**config.mk**
```make
export PLATFORM = sky130hd
export DESIGN_NAME = seg_hex_scan
export DESIGN_NICKNAME = d
export VERILOG_FILES = /design/src/rtl/seg_hex_scan.sv
export SDC_FILE = /design/constraint.sdc
export NUM_CORES = 1
export LEC_CHECK = 0
export ABC_AREA = 1
export CORE_MARGIN = 2
export CORE_UTILIZATION = 50
export CTS_BUF_LIST = sky130_fd_sc_hd__clkbuf_8
export CTS_CLUSTER_SIZE = 25
export DETAILED_ROUTE_END_ITERATION = 7
export GPL_ROUTABILITY_DRIVEN = 0
export PLACE_DENSITY = 0.75
export REMOVE_ABC_BUFFERS = 1
export SLEW_MARGIN = 40
export SYNTH_ARGS = -nofsm -noshare
export SYNTH_HDL_FRONTEND = slang
export SYNTH_SLANG_ARGS = --single-unit
```
**constraint.sdc**
```tcl
create_clock -name clk -period 7.6 [get_ports clk]
set_clock_uncertainty 0.15 [all_clocks]
set_input_delay 1.52 -clock clk [delete_from_list [all_inputs] [get_ports clk]]
set_output_delay 1.52 -clock clk [all_outputs]
set_load 0.02 [all_outputs]
```
**src/rtl/seg_hex_scan.sv**
```systemverilog
// seg_hex_scan: scanned multi-digit hex driver for common-anode 7-segment displays.
// Holds a shadow copy of DIGITS nibbles plus dp/blank flags and lights one digit
// per slot of SCAN_DIV cycles, keeping all selects off for the first DEAD cycles.
// Optional feature: define SEG_LZ_SUPPRESS_EN to blank leading zero digits.
module seg_hex_scan #(
    parameter int unsigned DIGITS   = 8,
    parameter int unsigned SCAN_DIV = 50000,
    parameter int unsigned DEAD     = 2
) (
    input  logic                  clk,
    input  logic                  rst,
    input  logic                  load,
    input  logic [4*DIGITS-1:0]   data,
    input  logic [DIGITS-1:0]     dp,
    input  logic [DIGITS-1:0]     blank,
    output logic [7:0]            seg,
    output logic [DIGITS-1:0]     sel
);

    localparam int unsigned CW = $clog2(SCAN_DIV);
    localparam int unsigned IW = (DIGITS > 1) ? $clog2(DIGITS) : 1;

    logic [4*DIGITS-1:0] sh_data;
    logic [DIGITS-1:0]   sh_dp;
    logic [DIGITS-1:0]   sh_blank;
    logic [CW-1:0]       div_cnt;
    logic [IW-1:0]       idx;

    logic [3:0]          cur_nib;
    logic                cur_dp;
    logic                cur_blank;
    logic                cur_supp;
    logic [7:0]          seg_c;
    logic [DIGITS-1:0]   sel_c;

    // Active-low segment pattern g..a for one hex nibble
    function automatic logic [6:0] hex7(input logic [3:0] n);
        logic [6:0] s;
        case (n)
            4'h0: s = 7'h40;
            4'h1: s = 7'h79;
            4'h2: s = 7'h24;
            4'h3: s = 7'h30;
            4'h4: s = 7'h19;
            4'h5: s = 7'h12;
            4'h6: s = 7'h02;
            4'h7: s = 7'h78;
            4'h8: s = 7'h00;
            4'h9: s = 7'h10;
            4'hA: s = 7'h08;
            4'hB: s = 7'h03;
            4'hC: s = 7'h46;
            4'hD: s = 7'h21;
            4'hE: s = 7'h06;
            default: s = 7'h0E;
        endcase
        return s;
    endfunction

    // Shadow registers: capture on load, otherwise hold
    always_ff @(posedge clk or posedge rst) begin
        if (rst) begin
            sh_data  <= '0;
            sh_dp    <= '0;
            sh_blank <= '0;
        end else if (load) begin
            sh_data  <= data;
            sh_dp    <= dp;
            sh_blank <= blank;
        end
    end

    // Slot divider and digit index; index steps on the last cycle of each slot
    always_ff @(posedge clk or posedge rst) begin
        if (rst) begin
            div_cnt <= '0;
            idx     <= '0;
        end else if (div_cnt == CW'(SCAN_DIV - 1)) begin
            div_cnt <= '0;
            idx     <= (idx == IW'(DIGITS - 1)) ? '0 : IW'(idx + 1'b1);
        end else begin
            div_cnt <= CW'(div_cnt + 1'b1);
        end
    end

    // Select the shadow fields of the current digit
    always_comb begin
        cur_nib   = 4'h0;
        cur_dp    = 1'b0;
        cur_blank = 1'b0;
        for (int i = 0; i < int'(DIGITS); i++) begin
            if (idx == IW'(i)) begin
                cur_nib   = sh_data[4*i +: 4];
                cur_dp    = sh_dp[i];
                cur_blank = sh_blank[i];
            end
        end
    end

`ifdef SEG_LZ_SUPPRESS_EN
    logic [DIGITS-1:0] supp;
    logic              lead;

    // Blank zero digits (without dp) from the top down until the first significant one
    always_comb begin
        supp     = '0;
        lead     = 1'b1;
        cur_supp = 1'b0;
        for (int i = int'(DIGITS) - 1; i >= 1; i--) begin
            if (lead && (sh_data[4*i +: 4] == 4'h0) && !sh_dp[i]) begin
                supp[i] = 1'b1;
            end else begin
                lead = 1'b0;
            end
        end
        for (int i = 0; i < int'(DIGITS); i++) begin
            if (idx == IW'(i)) begin
                cur_supp = supp[i];
            end
        end
    end
`else
    assign cur_supp = 1'b0;
`endif

    // Next output decode: dark during dead time, digit select afterwards
    always_comb begin
        seg_c = 8'hFF;
        sel_c = '1;
        if (div_cnt >= CW'(DEAD)) begin
            sel_c = ~({{(DIGITS-1){1'b0}}, 1'b1} << idx);
            if (!(cur_blank || cur_supp)) begin
                seg_c = {~cur_dp, hex7(cur_nib)};
            end
        end
    end

    // Registered pin drivers
    always_ff @(posedge clk or posedge rst) begin
        if (rst) begin
            seg <= 8'hFF;
            sel <= '1;
        end else begin
            seg <= seg_c;
            sel <= sel_c;
        end
    end

endmodule

```
Word level (Yosys, flattened, before mapping)
Memories as Yosys holds them, arrays and structs flattened.
Index checks and enable logic that the tools add are counted.
{"block": "word_totals", "in_bits": 51, "mem_count": 1, "reg_bits": 83, "romBits": 112}
{"name": "(name not given)", "words": 16, "word_bits": 7, "read_ports": 1, "rd_ports_with_merged_regs": 0, "write_ports": 0, "line": "39", "source": "case (n)"}
{"block": "classes", "n_shift": 1, "bitwise": 2, "n_lt_le_gt_ge": 1, "addsub": 2, "muxes": 29, "n_eq_ne": 8, "n_reduce_logical": 1}
{"cell": "$mux 4", "n": 8}
{"cell": "$mux 8", "n": 3}
{"cell": "$add 16x1->16 const B", "n": 1}
{"cell": "$eq 16x16->1 const B", "n": 1}
{"cell": "$ge 16x2->1 const B", "n": 1}
{"cell": "$mux 1", "n": 16}
{"cell": "$mux 16", "n": 1}
{"cell": "$eq 3x3->1 const B", "n": 4}
{"cell": "$not 8->8", "n": 1}
{"cell": "$shl 1x3->8 const A", "n": 1}
{"cell": "$eq 3x2->1 const B", "n": 2}
{"cell": "$add 3x1->3 const B", "n": 1}
{"cell": "$eq 3x1->1 const B", "n": 1}
{"cell": "$logic_not 3->1", "n": 1}
{"cell": "$mux 3", "n": 1}
{"cell": "$not 1->1", "n": 1}

Logic depth before layout (Yosys ltp)
Gate-level depths: netlist of run 1.
{"block": "depth", "word_depth": 12, "ltp_mapped": 19}

Worst setup path after synthesis of run 1
No wires, ideal clock.
{"block": "synth_path", "kind": "input to register", "start": "input port load", "end": "register sh_blank[0]", "setup_ns": 0.125, "path_buffers": 2, "arrival_ns": 2.509, "slack_ns": 4.817, "cell_stages": 3, "path_cell_list": "clkbuf_1 buf_1 mux2_2"}
{"element": "start: declaration", "line": "12", "source": "input logic load,"}
{"element": "end signal: assignment", "line": "69", "source": "sh_blank <= blank;"}
{"element": "end: declaration", "line": "25", "source": "logic [DIGITS-1:0] sh_blank;"}
No word-level cell between the ends.

Worst setup path in the final report of run 1
{"block": "layout_path", "start": "register sel[0]", "end": "output port sel[0]"}
{"element": "start: declaration", "line": "17", "source": "output logic [DIGITS-1:0] sel"}
{"element": "start signal: assignment", "line": "145", "source": "sel <= sel_c;"}
No word-level cell between the ends.

==> metrics.md, run 1 <==
| Metric | Value |
|---|---|
| Post-route cell area | `5240 um^2` |
| Maxcap violations | `0` |
| Top post-synthesis cells by area | `dfrtp_1 (40%), nand2_1 (11%), dfstp_2 (10%), inv_1 (6.3%), mux2_2 (6.2%)` |
| Area grow syn2layout | `24.6%` |
| Min Clock Period, post-route | `3.15 ns` |
| Total negative slack | `0 ns` |
| Num ports | `67` |
| Via/cell ratio | `5.09` |
| RSZ-0062 raised after global routing | `false` |
| Global Route Usage Sum | `20.5%` |
| CTS tree | `yes` |
| Synth unique cells | `37` |
| Initial DRT Pass Iterations | `4` |
| Yosys reg bits | `83` |
| Initial antenna violation count | `0` |
| Gr ovfl total | `0` |
| Worst EP required | `5.93 ns` |
| CTS clk-pin slew, worst paths | `0.08 ns` |
| Simple-gate share of the synthesized area | `22.3%` |
| Worst reg2reg startpoint | `idx[2]` |
| Setup Crit Path Kind | `flop to output port` |
| Ratio of final minimum period to clock period | `41.5%` |
| Worst Hold Class | `flop to flop` |
| Critical path's top delay family | `buffers and inverters` |
| Sequential share of the synthesized area | `49.9%` |
| Post-synthesis mux area share | `6.16%` |
| Drt drc | `0` |
| Warnings from Yosys | `0` |
| Peak supply drop | `0.114 mV` |
| Core Util, Final | `64.1%` |
| Leak | `0.00250 uW` |
| Most frequent cells in the layout | `nand2_1 (118), inv_1 (72), dfrtp_1 (67)` |
| Top cell type's share of synthesized area | `39.9%` |
| FF-to-FF path depth | `14` |
| Largest family of logic cells by synthesized area | `simple AND/OR/NAND/NOR gates` |
| Hold path depth | `1` |
| Antenna cells | `0` |
| Mapped Area | `4210 um^2` |
| Initial core utilization | `51.4%` |
| Final-stage net count | `609` |
| Buf+Inv Stages, Crit Path | `1` |
| Largest area contributor in the netlist | `dfrtp_1` |
| Setup crit start kind | `flop` |
| Worst-path cell chain | `clkdlybuf4s50_1` |
| Die Wd | `95.7 um` |
| DP Worst Slack | `4.72 ns` |
| Vias in the first global route | `3151` |
| Hold path endpoint | `div_cnt[0]` |
| Number of setup violations in the final report | `0` |
| Max-slew violations | `0` |
| Slowest-stage cell, CP | `clkdlybuf4s50_1` |
| Total core area | `8180 um^2` |
| Worst-margin pin slew | `0.709 ns` |
| Reg-to-reg critical path endpoint | `seg[0]` |
| Crit Path Max Fanout | `1` |
| Clock Sinks | `83` |
| H-tree level count | `3` |
| Antenna-violating nets left | `0` |
| First-pass GRT wire length | `14.3 mm` |
| # port buffers | `66` |
| Rel. slew slack | `52.8%` |
| Root Buffer | `clkbuf_8` |
| Post-route worst setup slack | `4.45 ns` |
| Compound-Gate Fraction of Synth Area | `8.51%` |
| Reg-to-reg slack, setup | `4.69 ns` |
| Syn_area_per_cell | `8.87 um^2` |
| Critical Path AT | `1.48 ns` |
| Worst skew pair latency | `0.35 ns` |
| Post-synthesis instance total | `474` |
| Power Density | `196 nW/um^2` |
| CP max stage delay | `0.60 ns` |
| Max frequency | `317 MHz` |
| Share of cells above drive strength 1 | `14.8%` |
| Die ar. | `9160 um^2` |
| Routed wire length | `8.74 mm` |
| Iteration-0 DRC Markers | `155` |
| # hold bufs at CTS | `0` |
| CTS-repair resized insts | `0` |
| Adder-cell share of the synthesized area | `4.46%` |
| Leading cell type in the layout, fill and taps excluded | `nand2_1` |
| Post CTS Setup Buffer Count | `0` |
| Placement Rows | `33` |
| Largest net degree at the start of global routing | `84` |
| Status | `completed` |
| Routed WL per cell | `13.4 um` |
| Vias | `3326` |
| DP Area | `4960 um^2` |
| Final Hold Viols | `0` |
| Die height | `95.7 um` |
| Cts bufs inserted | `9` |
| Hpwl dp | `6.14 mm` |
| Post-synthesis xor/xnor area fraction | `0.625%` |
| Critical hold path startpoint | `div_cnt[0]` |
| Crit end category | `output port` |
| Clock Path Buffers | `2` |
cell usage after synthesis:
| master | n |
|---|---|
| buf_6 | 2 |
| buf_1 | 4 |
| xor2_1 | 2 |
| nand2_1 | 118 |
| o21a_1 | 1 |
| nor4_1 | 1 |
| nand2_8 | 1 |
| o211ai_1 | 2 |
| nand2_4 | 1 |
| dfrtp_1 | 67 |
| inv_2 | 2 |
| a21oi_1 | 18 |
| nand3_2 | 3 |
| inv_1 | 71 |
| dfstp_2 | 16 |
| mux2_2 | 23 |
| a21oi_4 | 1 |
| nor3b_2 | 1 |
| o22ai_1 | 1 |
| nor2_2 | 3 |
| nand2_2 | 5 |
| nor2_1 | 14 |
| nor3b_1 | 2 |
| nor4_4 | 1 |
| a21oi_2 | 1 |
| xnor2_1 | 1 |
| nand3_1 | 39 |
| o21ai_1 | 1 |
| a21boi_1 | 1 |
| o21ai_4 | 1 |
| nor4_2 | 2 |
| o21ai_0 | 37 |
| nand4_1 | 3 |
| ha_1 | 15 |
| clkbuf_1 | 5 |
| inv_8 | 1 |
| nor3_1 | 7 |
how the worst max path moves through the flow:
stage	from	endpoint	slack, ns	cells after the start
2_1_floorplan	rst	div_cnt[0]	3.82	1
3_3_place_gp	rst	sh_data[18]	4.57	3
3_5_place_dp	idx[2]	seg[0]	4.72	14
4_1_cts	sel[0]	sel[0]	4.43	1
5_1_grt	idx[2]	seg[0]	4.37	14
6_report	sel[0]	sel[0]	4.45	1
cells by family (layout without fill, tap and decap cells):
family / Yosys count / in the layout
flip-flops: 83 / 83
multiplexers: 23 / 23
AO/OA/AOI/OAI: 64 / 64
XOR/XNOR: 3 / 3
buffers and inverters: 85 / 159
adder cells (fa/ha/maj): 15 / 15
AND/OR/NAND/NOR: 201 / 201
layer usage:
layer | GRT usage, % | wire length (um) | share of wire [%] | vias to the layer above
met5 | 0 | 0 | 0 | -
met4 | 9.64 | 216 | 2.5 | 0
met3 | 3.92 | 404 | 4.6 | 19
met2 | 34.1 | 4250 | 49 | 81
met1 | 25.8 | 3870 | 44 | 1577
li1 | - | - | - | 1649
flip-flops by register name, summed over array words and instances, names as in the netlist:
name	cells
div_cnt	16
sh_data	32
idx	3
sel	8
sh_dp	8
sh_blank	8
seg	8
power by group:
part	switching (uW)	internal [uW]	total [uW]
sequential	11.7	476	488
clock	155	249	404
combinational	71.4	66.7	138
area by class of cell:
class                      count  area, um^2
inverter                      74         287
clock buffer                   9         124
multi-input combinational    306        1770
timing repair buffer          69         702
tap                          105         131
fill                         675        2940
clock inverter                 7         133
sequential                    83        2100
through the flow:
step	std cells	hold slack, ns	power (uW)
after floorplan	463	0.305	569
after global placement	636	0.330	628
after detailed placement	636	0.332	632
after CTS	652	0.352	1030
after global routing	653	0.373	1070
final	653	0.342	1030
Note: power is estimated with default switching activity, not from simulation.
==> run 2, diff against run 1 <==
Settings changed: PLACE_DENSITY 0.75 to 0.78.
Clock period 7.6 ns to 2.9 ns, I/O delays scaled along.
==> run 2 against run 1 <==
Count of clock-buffer cells in the layout rose by 2. Non-clock buffer count rose by 2. Register-to-register slack got worse by 4.4 ns. Sequential cell count did not move. Combinational power rose to 2.7 times the previous value. Wire length rose by 3.0%. Via count rose by 1.1%. Worst setup slack got worse by 4.1 ns. Largest power group unchanged.
==> metrics.md, run 2 (synthesized netlist as in run 1, its figures left out) <==
| Metric | Value |
|---|---|
| Status | `completed` |
| Power Density | `494 nW/um^2 (+150%)` |
| Initial antenna violation count | `0 (unchanged)` |
| Drt drc | `0 (unchanged)` |
| Critical Path AT | `2.71 ns (+1.23 ns)` |
| Total negative slack | `0 ns (unchanged)` |
| Final Hold Viols | `0 (unchanged)` |
| Die ar. | `9160 um^2 (unchanged)` |
| Number of setup violations in the final report | `0 (unchanged)` |
| Clock Sinks | `83 (unchanged)` |
| Placement Rows | `33 (unchanged)` |
| Antenna-violating nets left | `0 (unchanged)` |
| # hold bufs at CTS | `0 (unchanged)` |
| Core Util, Final | `63.9% (-0.17 points)` |
| CTS clk-pin slew, worst paths | `0.08 ns (about the same)` |
| Iteration-0 DRC Markers | `144 (-7.1%)` |
| Antenna cells | `0 (unchanged)` |
| Post CTS Setup Buffer Count | `0 (unchanged)` |
| Share of cells above drive strength 1 | `15.5% (+0.67 points)` |
| Num ports | `67 (unchanged)` |
| Largest net degree at the start of global routing | `74 (-12%)` |
| First-pass GRT wire length | `15.3 mm (+6.4%)` |
| Final-stage net count | `611 (+0.33%)` |
| Global Route Usage Sum | `21.7% (+1.2 points)` |
| Via/cell ratio | `5.14 (+0.83%)` |
| CP max stage delay | `0.41 ns (-0.19 ns)` |
| Worst skew pair latency | `0.36 ns (about the same)` |
| Setup Crit Path Kind | `flop to flop` |
| DP Worst Slack | `0.370 ns (-4.35 ns)` |
| RSZ-0062 raised after global routing | `false` |
| # port buffers | `66 (unchanged)` |
| Rel. slew slack | `59.6% (+6.8 points)` |
| CTS tree | `yes` |
| H-tree level count | `3 (unchanged)` |
| Slowest-stage cell, CP | `dfrtp_1` |
| CTS-repair resized insts | `0 (unchanged)` |
| Worst-margin pin slew | `0.601 ns (-0.107 ns)` |
| Top cell by count, worst path | `nand2_1` |
| Gr ovfl total | `0 (unchanged)` |
| Vias in the first global route | `3345 (+6.2%)` |
| Die height | `95.7 um (unchanged)` |
| # placed instances | `639 (+0.47%)` |
| Maxcap violations | `0 (unchanged)` |
| Crit Path Max Fanout | `5 (+4)` |
| CP endpoint | `seg[1]` |
| Final Power | `2580 uW (+150%)` |
| Setup crit start kind | `flop` |
| Root Buffer | `clkbuf_8` |
| Critical Path Start | `idx[0]` |
| Vias | `3364 (+1.1%)` |
| Peak supply drop | `0.236 mV (+110%)` |
| Total core area | `8180 um^2 (unchanged)` |
| Leak | `0.00249 uW (-0.29%)` |
| Post-route worst setup slack | `0.332 ns (-4.11 ns)` |
| Clock Path Buffers | `2 (unchanged)` |
| Min Clock Period, post-route | `2.57 ns` |
| Worst-path cell chain | `inv_1, ha_1, nand2_1, nor2_1, nand2_1, nand3_1, nand3_1, nand3_1, nand2_1, nand2_1, nand2_1, nand2_1, inv_1, ha_1, nand3_1, nand2_1, inv_1, nand2_1` |
| Initial core utilization | `51.4% (unchanged)` |
| FF-to-FF path depth | `18 (+4)` |
| Die Wd | `95.7 um (unchanged)` |
| Max-slew violations | `0 (unchanged)` |
| Cts bufs inserted | `9 (unchanged)` |
| Worst Hold Class | `flop to flop` |
| Leading cell type in the layout, fill and taps excluded | `nand2_1` |
| Max frequency | `389 MHz` |
| Layout Cells excl Fill | `655 (+0.31%)` |
| Most flops, register | `sh_data` |
| Area grow syn2layout | `24.3%` |
| Most frequent cells in the layout | `nand2_1 (118), inv_1 (70), dfrtp_1 (67)` |
| Crit end category | `flop` |
| Routed wire length | `9.00 mm (+3.0%)` |
| Routed WL per cell | `13.7 um (+2.7%)` |
| Ratio of final minimum period to clock period | `88.6%` |
| Worst reg2reg startpoint | `idx[0]` |
| Hpwl dp | `6.67 mm (+8.6%)` |
| Reg-to-reg critical path endpoint | `seg[1]` |
| Initial DRT Pass Iterations | `4 (unchanged)` |
| Worst EP required | `3.05 ns (-2.88 ns)` |
| Reg-to-reg slack, setup | `0.33 ns (-4.36 ns)` |
| Largest registers | `sh_data x32, div_cnt x16` |
| Largest register FFs | `32 (unchanged)` |
## run 2: changes by cell type in the layout (fill, tap and decap cells not counted), sizes merged
cell / change
buf: +2
bufinv: -2
clkbuf: +2
clkinv: +2
inv: -2
## run 2: area by class of cell
type	instances	area [um^2]
sequential	83	2100
clock inverter	5	75.1
clock buffer	11	151
inverter	74	287
tap	105	131
timing repair buffer	71	718
multi-input combinational	306	1770
fill	691	2950
## run 2: per-layer routing
metal	wire (um)	vias to the layer above	global-route usage, %
met2	4450	77	36.2
met4	162	0	9.40
met1	4000	1624	28.6
met5	0	-	0
met3	395	13	2.82
li1	-	1650	-
## run 2: worst max-delay path, delay by kind of cell, from the launching register on
family / cells / cell delay (ns)
and+or+nand+nor: 13 / 1.03
adders and majority gates: 2 / 0.58
DFF: 1 / 0.41
buffers and inverters: 3 / 0.32
## run 2: how the worst min path moves through the flow
stage	from	end	slack [ns]	depth (start not counted)
2_1_floorplan	div_cnt[0]	div_cnt[0]	0.30	1
3_3_place_gp	div_cnt[0]	div_cnt[0]	0.33	1
3_5_place_dp	div_cnt[0]	div_cnt[0]	0.33	1
4_1_cts	div_cnt[0]	div_cnt[0]	0.34	1
5_1_grt	div_cnt[0]	div_cnt[0]	0.36	1
6_report	div_cnt[0]	div_cnt[0]	0.34	1
## run 2: where the power goes
| part | internal, uW | leakage (uW) | switching [uW] | total (uW) |
|---|---|---|---|---|
| clock network | 527 | 0.000119 | 406 | 934 |
| registers | 1250 | 0.000992 | 33.6 | 1280 |
| logic | 177 | 0.00138 | 188 | 366 |
## run 2: per-stage QoR
stage / hold slack (ns) / area, um^2
6_report: 0.338 / 5230
5_1_grt: 0.358 / 5230
4_1_cts: 0.342 / 5230
3_5_place_dp: 0.327 / 5000
3_3_place_gp: 0.332 / 5000
2_1_floorplan: 0.305 / 4150
==> run 3, diff against run 2 <==
Settings changed: CTS_CLUSTER_SIZE 25 to not set, MAX_ROUTING_LAYER set to met4.
==> run 3 against run 2 <==
Final cell count is the same. Sequential cell count is the same. Critical path depth is the same. Maximum frequency grew 0.14%. Combinational power is essentially flat. Design area is the same. Register-to-register slack is essentially flat. Power grew 0.15%. Die area is the same. Via count is essentially flat. Critical path type unchanged.
==> metrics.md, run 3 (synthesized netlist as in run 1, its figures left out) <==
| Metric | Value |
|---|---|
| Status | `completed` |
| Leak | `0.00249 uW (unchanged)` |
| Most flops, register | `sh_data` |
| Worst-margin pin slew | `0.599 ns (-0.00263 ns)` |
| Clock Sinks | `83 (unchanged)` |
| GR peak layer | `met2` |
| Root Buffer | `clkbuf_8` |
| DP Worst Slack | `0.370 ns (unchanged)` |
| Share of cells above drive strength 1 | `15.5% (unchanged)` |
| Final-stage net count | `611 (unchanged)` |
| Vias in the first global route | `3347 (+0.060%)` |
| Rel. slew slack | `59.7% (+0.18 points)` |
| Via/cell ratio | `5.14 (about the same)` |
| Initial core utilization | `51.4% (unchanged)` |
| Iteration-0 DRC Markers | `166 (+15%)` |
| Largest register FFs | `32 (unchanged)` |
| RSZ-0062 raised after global routing | `false` |
| Routed wire length | `9.02 mm (+0.22%)` |
| Switching part of the total | `24.4% (+0.11 points)` |
| Gr ovfl total | `0 (unchanged)` |
| Met3 usage | `2.82% (unchanged)` |
| H-tree level count | `3 (unchanged)` |
| Hold path depth | `1 (unchanged)` |
| Critical Path AT | `2.72 ns (about the same)` |
| Core Util, Final | `63.9% (unchanged)` |
| Final Hold Viols | `0 (unchanged)` |
| Post-route cell area | `5230 um^2 (unchanged)` |
| Sw power | `632 uW (+0.62%)` |
| Die ar. | `9160 um^2 (unchanged)` |
| Hpwl dp | `6.67 mm (unchanged)` |
| Worst skew pair latency | `0.36 ns (about the same)` |
| Max frequency | `390 MHz (+0.14%)` |
| Cts bufs inserted | `9 (unchanged)` |
| Total core area | `8180 um^2 (unchanged)` |
| Routed WL per cell | `13.8 um (+0.22%)` |
| Number of setup violations in the final report | `0 (unchanged)` |
| Hold path endpoint | `div_cnt[0]` |
| Area grow syn2layout | `24.3% (unchanged)` |
| Clock Path Buffers | `2 (unchanged)` |
| Initial antenna violation count | `0 (unchanged)` |
| First-pass GRT wire length | `15.2 mm (about the same)` |
| Global Route Usage Sum | `22.3% (+0.60 points)` |
| Initial DRT Pass Iterations | `5 (+1)` |
| Register share of total power | `49.6% (about the same)` |
| CTS tree | `yes` |
| Maxcap violations | `0 (unchanged)` |
| FF-to-FF path depth | `18 (unchanged)` |
| # placed instances | `639 (unchanged)` |
| Met2 Usage GRT | `36.3% (+0.058 points)` |
| Reg-to-reg slack, setup | `0.34 ns (about the same)` |
| Clock Power Share | `36.3% (about the same)` |
| Peak supply drop | `0.240 mV (+1.7%)` |
| Crit Path Max Fanout | `5 (unchanged)` |
| Setup crit start kind | `flop` |
| Antenna cells | `0 (unchanged)` |
| Reg-to-reg critical path endpoint | `seg[1]` |
| Vias | `3367 (+0.089%)` |
| Post CTS Setup Buffer Count | `0 (unchanged)` |
| Ratio of final minimum period to clock period | `88.4% (-0.12 points)` |
| Worst Hold Class | `flop to flop` |
| Total negative slack | `0 ns (unchanged)` |
| Most frequent cells in the layout | `nand2_1 (118), inv_1 (70), dfrtp_1 (67)` |
| Leading cell type in the layout, fill and taps excluded | `nand2_1` |
| Placement Rows | `33 (unchanged)` |
| # port buffers | `66 (unchanged)` |
| Max-slew violations | `0 (unchanged)` |
| Crit end category | `flop` |
| Largest registers | `sh_data x32, div_cnt x16` |
| Worst EP required | `3.05 ns (about the same)` |
| Setup Crit Path Kind | `flop to flop` |
| Antenna-violating nets left | `0 (unchanged)` |
| Drt drc | `0 (unchanged)` |
| Num ports | `67 (unchanged)` |
| Die height | `95.7 um (unchanged)` |
| DP Area | `5000 um^2 (unchanged)` |
| Combinational share of power | `14.1% (about the same)` |
| # hold bufs at CTS | `0 (unchanged)` |
| Die Wd | `95.7 um (unchanged)` |
| Post-route worst setup slack | `0.335 ns (+0.00347 ns)` |
| Internal Power | `1950 uW (about the same)` |
| CTS-repair resized insts | `0 (unchanged)` |
| Largest net degree at the start of global routing | `74 (unchanged)` |
| Worst reg2reg startpoint | `idx[0]` |
| CTS clk-pin slew, worst paths | `0.08 ns (about the same)` |
| Layout Cells excl Fill | `655 (unchanged)` |
| Power Density | `494 nW/um^2 (+0.15%)` |
| Critical hold path startpoint | `div_cnt[0]` |
| Met1 Usage GRT | `28.4% (-0.15 points)` |
| Min Clock Period, post-route | `2.56 ns (-0.00347 ns)` |
run 3: cell counts in the layout (fill, tap and decap cells not counted):
Identical to the previous run, type by type.
run 3: area by class of cell:
class                   instances  area [um^2]
fillers                       691         2950
flip-flops and latches         83         2100
repair buffers                 71          718
inverters                      74          287
well taps                     105          131
clock inverters                 5         75.1
multi-input cells             306         1770
clock buffers                  11          151
run 3: routing by layer:
metal	up-vias	share of wire, %
li1	1651	-
met1	1622	44
met2	80	49
met3	14	4.8
met4	0	2.1
met5	-	0
run 3: worst max-delay path by stage:
stage | start | end | slack (ns) | cells past startpoint
floorplan | rst | div_cnt[0] | 0.06 | 1
global placement | idx[2] | seg[1] | 0.46 | 15
detailed placement | idx[1] | seg[1] | 0.37 | 18
CTS | idx[0] | seg[5] | 0.32 | 19
global route | idx[1] | seg[1] | 0.02 | 18
finish | idx[0] | seg[1] | 0.34 | 18
run 3: power by group through the flow:
stage / registers [uW] / logic, uW / clock network [uW]
global route: 1290 / 407 / 1010
finish: 1280 / 365 / 937
global placement: 1300 / 358 / 0
floorplan: 1320 / 175 / 0
detailed placement: 1300 / 366 / 0
CTS: 1280 / 369 / 950
run 3: per-stage QoR:
step	hold slack [ns]	total power (uW)
final	0.338	2580
after CTS	0.342	2600
after detailed placement	0.327	1670
after global routing	0.358	2700
after global placement	0.332	1660
after floorplan	0.305	1490
run 3: worst max-delay path, cell delays in order (launching register included):
cell and delay [ns]:
dfrtp_1 0.41, inv_1 0.14, ha_1 0.27, nand2_1 0.07, nor2_1 0.16, nand2_1 0.08, nand3_1 0.09, nand3_1 0.08
nand3_1 0.07, nand2_1 0.05, nand2_1 0.07, nand2_1 0.05, nand2_1 0.13, inv_1 0.12, ha_1 0.31, nand3_1 0.08
nand2_1 0.05, inv_1 0.06, nand2_1 0.04
